### config.mk
export PLATFORM = sky130hd
export DESIGN_NAME = rr_arbiter8
export DESIGN_NICKNAME = d
export VERILOG_FILES = /design/src/rtl/rr_arbiter8_pkg.sv /design/src/rtl/rr_arbiter8_pri_enc8.sv /design/src/rtl/rr_arbiter8.sv
export SDC_FILE = /design/constraint.sdc
export NUM_CORES = 1
export LEC_CHECK = 0
export ABC_AREA = 1
export BUFFER_PORTS_ARGS = -buffer_cell sky130_fd_sc_hd__buf_2
export CAP_MARGIN = 5
export CORE_AREA = 2 2 53 80
export DETAILED_ROUTE_END_ITERATION = 16
export DIE_AREA = 0 0 55 82
export GPL_TIMING_DRIVEN = 0
export PLACE_DENSITY = 0.79
export SLEW_MARGIN = 20
export SYNTH_ARGS = -nofsm -noshare
export SYNTH_HDL_FRONTEND = slang
export SYNTH_SLANG_ARGS = --single-unit
### constraint.sdc
create_clock -name CLK -period 3.3 [get_ports CLK]
set_input_delay 0.66 -clock CLK [delete_from_list [all_inputs] [get_ports CLK]]
set_output_delay 0.66 -clock CLK [all_outputs]
set_load 0.05 [all_outputs]
### src/rtl/rr_arbiter8_pkg.sv
// Shared definitions for the 8-requester round-robin arbiter.
// Holds widths, the FSM state type and the pointer reset value,
// plus two small helpers used by the top-level datapath.
package rr_arbiter8_pkg;

  // Number of requesters and width of a requester index
  localparam int N_REQ = 8;
  localparam int ID_W  = 3;

  // Search pointer value after reset: first search starts at requester 7
  localparam logic [ID_W-1:0] PTR_RESET = 3'd7;

  // Two-state arbitration FSM
  typedef enum logic {
    ST_IDLE  = 1'b0,
    ST_GRANT = 1'b1
  } arb_state_e;

  // Rotate an 8-bit vector left by k positions
  function automatic logic [N_REQ-1:0] rotl8(input logic [N_REQ-1:0] v,
                                             input logic [ID_W-1:0]  k);
    logic [2*N_REQ-1:0] dbl;
    dbl = {v, v} << k;
    return dbl[2*N_REQ-1:N_REQ];
  endfunction

  // One-hot decode of a requester index
  function automatic logic [N_REQ-1:0] onehot8(input logic [ID_W-1:0] idx);
    logic [N_REQ-1:0] oh;
    oh = '0;
    oh[idx] = 1'b1;
    return oh;
  endfunction

endpackage

### src/rtl/rr_arbiter8_pri_enc8.sv
// 8-to-3 priority encoder: index of the highest set bit.
// IDX is 0 when no bit is set; ANY flags that at least one bit is set.
module pri_enc8
  import rr_arbiter8_pkg::*;
(
  input  logic [N_REQ-1:0] V,
  output logic [ID_W-1:0]  IDX,
  output logic             ANY
);

  // Scan upward so the highest set bit overwrites lower ones
  always_comb begin
    IDX = '0;
    for (int i = 0; i < N_REQ; i++) begin
      if (V[i]) begin
        IDX = ID_W'(i);
      end
    end
  end

  assign ANY = |V;

endmodule

### src/rtl/rr_arbiter8.sv
// Round-robin / fixed-priority arbiter for 8 requesters.
// A registered one-hot grant is held until the owner pulses DONE,
// drops its request, or has held the resource for HOLD_MAX cycles.
// Every tenure is followed by at least one idle cycle.
module rr_arbiter8
  import rr_arbiter8_pkg::*;
#(
  parameter int HOLD_MAX = 16,
  parameter int HCW      = 8
) (
  input  logic             CLK,
  input  logic             RST,
  input  logic [N_REQ-1:0] REQ,
  input  logic             DONE,
  input  logic             MODE,
  output logic [N_REQ-1:0] GNT,
  output logic [ID_W-1:0]  GNT_ID,
  output logic             GNT_VLD,
  output logic             TMO
);

  // Timeout is disabled entirely when HOLD_MAX is zero
  localparam bit              TMO_EN    = (HOLD_MAX != 0);
  localparam logic [HCW-1:0]  HOLD_LAST = TMO_EN ? HCW'(HOLD_MAX - 1) : '0;

  arb_state_e         state_q;
  logic [ID_W-1:0]    ptr_q;
  logic [HCW-1:0]     hcnt_q;
  logic [N_REQ-1:0]   gnt_q;
  logic [ID_W-1:0]    gnt_id_q;
  logic               tmo_q;

  logic [ID_W-1:0]    ptr_eff;
  logic [ID_W-1:0]    rot_amt;
  logic [N_REQ-1:0]   req_rot;
  logic [ID_W-1:0]    enc_idx;
  logic               enc_any;
  logic [ID_W-1:0]    winner_d;

  logic               rel_done;
  logic               rel_drop;
  logic               rel_tmo;
  logic               release_d;
  logic               tmo_only_d;

  // Fixed-priority mode behaves as round-robin with the pointer pinned at 7
  always_comb begin
    ptr_eff = MODE ? 3'd7 : ptr_q;
    rot_amt = 3'd7 - ptr_eff;
    req_rot = rotl8(REQ, rot_amt);
  end

  pri_enc8 u_pri_enc8 (
    .V   (req_rot),
    .IDX (enc_idx),
    .ANY (enc_any)
  );

  // Undo the rotation: rotated bit 7 corresponds to requester ptr_eff
  always_comb begin
    winner_d = enc_idx + ptr_eff + 3'd1;
  end

  // Release causes while a grant is active; TMO only when timeout acts alone
  always_comb begin
    rel_done   = DONE;
    rel_drop   = ~REQ[gnt_id_q];
    rel_tmo    = TMO_EN && (hcnt_q == HOLD_LAST);
    release_d  = rel_done | rel_drop | rel_tmo;
    tmo_only_d = rel_tmo & ~rel_done & ~rel_drop;
  end

  // Arbitration FSM with registered grant, id, pointer, hold counter and TMO
  always_ff @(posedge CLK) begin
    if (RST) begin
      state_q  <= ST_IDLE;
      ptr_q    <= PTR_RESET;
      hcnt_q   <= '0;
      gnt_q    <= '0;
      gnt_id_q <= '0;
      tmo_q    <= 1'b0;
    end else begin
      unique case (state_q)
        ST_IDLE: begin
          tmo_q <= 1'b0;
          if (enc_any) begin
            state_q  <= ST_GRANT;
            gnt_q    <= onehot8(winner_d);
            gnt_id_q <= winner_d;
            hcnt_q   <= '0;
          end
        end
        ST_GRANT: begin
          if (release_d) begin
            state_q <= ST_IDLE;
            gnt_q   <= '0;
            ptr_q   <= gnt_id_q - 3'd1;
            tmo_q   <= tmo_only_d;
          end else begin
            hcnt_q <= hcnt_q + 1'b1;
            tmo_q  <= 1'b0;
          end
        end
        default: begin
          state_q <= ST_IDLE;
          gnt_q   <= '0;
          tmo_q   <= 1'b0;
        end
      endcase
    end
  end

  assign GNT     = gnt_q;
  assign GNT_ID  = gnt_id_q;
  assign GNT_VLD = |gnt_q;
  assign TMO     = tmo_q;

endmodule

-- After elaboration in Yosys (flattened, before gate mapping)
Index checks and enable logic that the tools add are counted.
- flip-flop bits (word level): 24
- bits of input ports: 12
- output and inout port bits: 13
- word-level logic and storage cells: 56
- $add $sub $neg: 5
- order comparisons: 3
- eq/ne operators: 4
- shifts and indexed selects: 1
- muxes and demuxes: 23
- bitwise logic cells: 7
- reduce and logical (&&, ||, !) cells: 7
- operator list (operator ; count):
    $mux 8 ; 4
    $pmux 8 s2 ; 2
    $reduce_or 8->1 ; 2
    $shl 16x3->16 ; 1
    $mux 3 ; 5
    $add 8x1->8 const B ; 1
    $eq 8x4->1 const B ; 1
    $lt 3x4->1 const B ; 2
    $reduce_and 2->1 ; 4
    $mux 1 ; 6
    $mux 2 ; 2
    $ne 2x2->1 const B ; 2
    $pmux 1 s2 ; 2
    $add 3x1->3 const B ; 1
    $add 3x3->3 ; 1
    $bmux 1 s3 ; 1
    $demux 1 s3 ; 1
    $ge 3x1->1 const B ; 1
    $not 1->1 ; 3
    $sub 3x1->3 const B ; 1
    $sub 3x3->3 const A ; 1
    $and 1x1->1 ; 2
    $ne 2x1->1 const B ; 1
    $or 1x1->1 ; 2
    $logic_and 1x1->1 ; 1

-- Logic depth before layout (Yosys ltp)
- word-level depth: 18
- mapped depth: 21
- depth with buffers taken out: 20

-- Cells and area by module
A second synthesis with hierarchy kept.
- cells, all modules: 256
- area total of the unflattened synthesis: 1727.9 um^2
- modules (own cells, without submodules) (module ; times used ; cells each ; area an instance (um^2) ; sequential area each (um^2)):
    rr_arbiter8 ; 1 ; 236 ; 1650.3 ; 480.5
    pri_enc8 ; 1 ; 20 ; 77.6 ; 0.0

-- Worst setup path before layout
No wires, ideal clock.
- path kind: input to register
- start: input port MODE
- end: register gnt_q[5], in the netlist GNT[5]
- setup time: 70 ps
- arrival: 2863 ps
- required time: 3230 ps
- slack: 367 ps
- cell stages on the path: 20
- buffers on the path: 1
- cells stage by stage: nor2_2 -> buf_6 -> nand2_2 -> nand2_2 -> nand2_1 -> nand3_1 -> nand2_1 -> a21oi_1 -> a21oi_1 -> o21ai_0 -> a21oi_1 -> ha_1 -> fa_1 -> xnor2_1 -> inv_1 -> nand2_1 -> nand2_1 -> nor2_1 -> nand2_1 -> a21oi_2
- longest elaborated chain between the ends: 18
- elaborated cells on any way between the ends: 22
- classes of those cells: add/sub (3); order compare (2); eq/ne (1); shift (1); mux (12); reduce/logical (3)
- RTL lines (item ; RTL line ; source):
    from (decl) ; rr_arbiter8.sv:15 ; input logic MODE,
    $mux 3 (*) ; rr_arbiter8.sv:48 ; ptr_eff = MODE ? 3'd7 : ptr_q;
    $sub 3x3->3 ; rr_arbiter8.sv:49 ; rot_amt = 3'd7 - ptr_eff;
    $shl 16x3->16 ; rr_arbiter8_pkg.sv:23 ; dbl = {v, v} << k;
    $mux 1 ; rr_arbiter8_pri_enc8.sv:15 ; if (V[i]) begin
    $mux 2 (2 in series) ; rr_arbiter8_pri_enc8.sv:15 ;
    $mux 3 (4 in series) ; rr_arbiter8_pri_enc8.sv:15 ;
    $add 3x3->3 ; rr_arbiter8.sv:61 ; winner_d = enc_idx + ptr_eff + 3'd1;
    $add 3x1->3 ; rr_arbiter8.sv:61 ;
    $lt 3x4->1 (implied by the code) or $ge 3x1->1 (tied branches) ; rr_arbiter8_pkg.sv:31 ; oh[idx] = 1'b1;
    $logic_and 1x1->1 (implied by the code) ; rr_arbiter8_pkg.sv:31 ;
    $mux 1 (implied by the code) ; rr_arbiter8_pkg.sv:31 ;
    $demux 1 s3 ; rr_arbiter8_pkg.sv:31 ;
    $mux 8 ; rr_arbiter8.sv:86 ; if (enc_any) begin
    $pmux 8 s2 ; rr_arbiter8.sv:83 ; unique case (state_q)
    to (signal assigned) ; rr_arbiter8.sv:88 ; gnt_q <= onehot8(winner_d);
    to (decl) ; rr_arbiter8.sv:29 ; logic [N_REQ-1:0] gnt_q;
Every way passes the cells marked *; elsewhere a longest branch is shown, timed or not. The select of a mux whose other input is x is not followed.
A chain may end at the register's enable or synchronous reset.

-- Worst setup path in the final report
- start: input port MODE
- end: register gnt_id_q[2], in the netlist GNT_ID[2]
- longest elaborated chain between the ends: 12
- elaborated cells on any way between the ends: 14
- classes of those cells: add/sub (3); shift (1); mux (8); reduce/logical (2)
- RTL lines (item ; RTL line ; source):
    $mux 3 (*) ; rr_arbiter8.sv:48 ;
    $sub 3x3->3 ; rr_arbiter8.sv:49 ;
    $shl 16x3->16 ; rr_arbiter8_pkg.sv:23 ;
    $mux 1 ; rr_arbiter8_pri_enc8.sv:15 ;
    $mux 2 (2 in series) ; rr_arbiter8_pri_enc8.sv:15 ;
    $mux 3 (4 in series) ; rr_arbiter8_pri_enc8.sv:15 ;
    $add 3x3->3 ; rr_arbiter8.sv:61 ;
    $add 3x1->3 ; rr_arbiter8.sv:61 ;
    to (signal assigned) ; rr_arbiter8.sv:89 ; gnt_id_q <= winner_d;
    to (decl) ; rr_arbiter8.sv:30 ; logic [ID_W-1:0] gnt_id_q;
Every way passes the cells marked *; elsewhere a longest branch is shown, timed or not.

==> flow_summary.yaml <==
pwr:
  ir_drop_mv: 0.504
  p_comb_frac: 0.461
  p_sw_uw: 428
  seqPwrFrac: 0.337
  p_int_uw: 567
  swShare: 0.430
  p_clk_frac: 0.202
  p_per_area_nw_per_um2: 463
  p_total_uw: 995
  total_leakage_power_uw: 0.000989
critical_path:
  worstReg2RegEnd: "GNT_ID[2]$_SDFFE_PP0P_"
  cpMostUsedCell: "a21oi_1"
  required_ns: 3.44
  crit_path_end: "GNT_ID[2]$_SDFFE_PP0P_"
  critical_path.max_stage_delay_ns: 0.38
  startpoint: "MODE"
  startpoint_type: "input pin"
  critical_path_class: "in2reg"
  critPathArrivalTime_ns: 3.17
  critPathSlowestCell: "fa_2"
  r2r-start: "ptr_q[0]$_SDFFE_PP1P_"
  ff2ff_setup_slack_ns: 0.44
  r2r_cells: 20
  path_cells: "clkbuf_4 > nor2_4 > buf_6 > nand3_1 > nand3_1 > nand2_1 > a21oi_1 > a21oi_1 > o21ai_1 > a21oi_1 > ha_1 > fa_2 > xnor2_2 > nand3_1 > nand2_1 > nor2_1 > a21oi_1 > nor2_1"
  critPathCaptureType: "register"
  crit_fanout: 10
placed_design:
  gp_congestion: 0.913
  dp_hpwl_mm: 3.55
  port_buffers: 24
finish:
  diodes: 0
  drive_gt1_frac: 0.254
  area_growth_pct: 14.8
  fillers: 411
  nets: 336
global_route:
  gr-total-overflow: 0
  grt_pass1_vias: 1792
  grt_first_pass_wirelength_mm: 7.47
  grt_max_degree: 14
  grt_usage: 0.220
  antenna_found_initial: 0
clock_network:
  cts_tree: "built"
  clkTransAtPathRegs_ns: 0.08
  cts_buffers: 3
  numClockSinks: 24
  cts-htree-levels: 1
  cts_hold_buf: 0
  insertion_delay_ns: 0.27
  cts_root_buffer: "clkbuf_8"
  clockBufferDepth: 2
drt:
  maxUsedRoutingLayer: "met4"
  firstDrtPassIters: 4
  met1Wirelength_mm: 1.85
  drc: 0
  routed_wl_mm: 4.58
  vias: 1968
  met3_length_um: 166
  drtIter0Drc: 49
  final_antenna_net_count: 0
  wl_met2_mm: 2.44
  via_per_inst: 5.41
  wl_per_cell_um: 12.6
timing:
  setup_viol: 0
  slew_violations: 0
  finalCriticalPeriod_ns: 3.03
  tns_ns: 0
  hold_viol_final: 0
  fin_crit_sh: 0.919
  worstMarginPinSlew_ns: 0.666
  rsz0062_at_grt: "no"
  max_slew_margin: 0.556
  skew_ns: 0.00351
  max_freq_mhz: 330
  hold_ws_ns: 0.513
logic_synthesis:
  synth_edf_count: 0
  ys_seq_area_frac: 0.257
  async_reset_ff_frac: 0
  syn_inst: 289
  yosysMostFrequentCell: "nand2_1"
  synth_largest_area_cell: "dfxtp_1"
  synth_flop_cell: "dfxtp_1"
  ys_ff_latch: 24
  synth_top_area_frac: 0.257
  synth_common_cells: "nand2_1 (76), nand3_1 (49), dfxtp_1 (24)"
  syn_area_um2: 1870
  synth_cell_type_count: 32
  syn_area_per_cell_um2: 6.47
  synth_warnings: 0
  ys_top_cells_by_area: "dfxtp_1 (26%), nand2_1 (15%), nand3_1 (13%)"
  synthesis.nets: 305
floorplanning:
  rows: 28
  initial_core_util: 0.485
  dieArea_um2: 4510
  ios: 25
  dieWidth_um: 55
  core-area_um2: 3850
  die_h_um: 82
flow_run:
  cap_violations: 0
outcome:
  outcome: "finished clean"
hold_path:
  hp-class: "reg2reg"
-- worst min path at each step --
stage	from	to	slack, ns	cells past startpoint
after floorplan	ptr_q[2]$_SDFFE_PP1P_	ptr_q[2]$_SDFFE_PP1P_	0.46	2
after global placement	ptr_q[2]$_SDFFE_PP1P_	ptr_q[2]$_SDFFE_PP1P_	0.47	2
after detailed placement	ptr_q[2]$_SDFFE_PP1P_	ptr_q[2]$_SDFFE_PP1P_	0.48	2
after CTS	ptr_q[2]$_SDFFE_PP1P_	ptr_q[2]$_SDFFE_PP1P_	0.50	2
after global routing	hcnt_q[7]$_SDFFE_PP0P_	hcnt_q[7]$_SDFFE_PP0P_	0.53	2
final	hcnt_q[2]$_SDFFE_PP0P_	hcnt_q[2]$_SDFFE_PP0P_	0.51	2
-- flip-flops by register name (all words and copies together) (netlist names) --
register and flops:
GNT 8, GNT_ID 3, TMO 1, hcnt_q 8
ptr_q 3, state_q 1
-- power by group through the flow --
stage / registers (µW) / logic [µW] / clock network [µW]
floorplan: 393 / 296 / 0
global placement: 341 / 437 / 0
detailed placement: 341 / 442 / 0
CTS: 334 / 444 / 204
finish: 336 / 458 / 201
global route: 339 / 504 / 212
-- per-layer routing --
layer	global-route usage	vias up
li1	-	1010
met1	0.237	900
met2	0.412	47
met3	0.0109	11
met4	0.110	0
met5	0	-
-- what timing repair did --
action	4_1_cts	5_1_grt
gates resized for setup	0	9
endpoints found under the setup margin	0	9
buffers inserted	0	2
endpoints found under the hold margin	0	0
-- layout by cell type, fill, tap and decap left out, drive strengths merged --
| master | instances |
|---|---|
| a21oi | 30 |
| buf | 34 |
| clkbuf | 8 |
| dfxtp | 24 |
| fa | 1 |
| ha | 3 |
| inv | 26 |
| nand2 | 89 |
| nand3 | 53 |
| nand4 | 1 |
| nor2 | 23 |
| nor3 | 3 |
| nor3b | 1 |
| nor4 | 3 |
| o211ai | 2 |
| o21ai | 11 |
| or2 | 1 |
| xnor2 | 4 |
| xor2 | 2 |
-- area by class of cell --
class / count / area, µm² / share of cell area
Buffer: 12 / 93.8 / 0.0437
Sequential cell: 24 / 480 / 0.224
Timing Repair Buffer: 26 / 138 / 0.0641
Multi-Input combinational cell: 227 / 1230 / 0.571
Tap cell: 45 / 56.3 / 0.0262
Inverter: 26 / 97.6 / 0.0454
Clock buffer: 4 / 55.1 / 0.0256
-- worst max-delay path: cells and delay by family --
kind	cells	cell delay, ns
simple gates	8	0.94
fa+ha+maj	2	0.61
compound gates	5	0.48
buf+inv	2	0.32
xor+xnor	1	0.18
-- logic make-up (layout without fill, tap and decap cells) --
kind of cell,Yosys count,in the layout,synth area share
AOI/OAI and AO/OA,43,43,0.132
xor gates and xnor gates,6,6,0.0281
DFF,24,24,0.257
adders and majority gates,4,4,0.0308
buffers and inverters,38,68,0.100
and+or+nand+nor,174,174,0.452
-- stage by stage --
stage / instances / cell area, µm² / util / setup WS, ns
after CTS: 362 / 2100 / 0.545 / 0.131
after floorplan: 289 / 1870 / - / 0.367
after global placement: 358 / 2050 / 0.531 / -0.0607
after global routing: 364 / 2150 / 0.557 / 0.00668
final: 364 / 2150 / 0.557 / 0.267
after detailed placement: 358 / 2050 / 0.531 / -0.136
No activity file was read; power rests on OpenSTA's default activity.
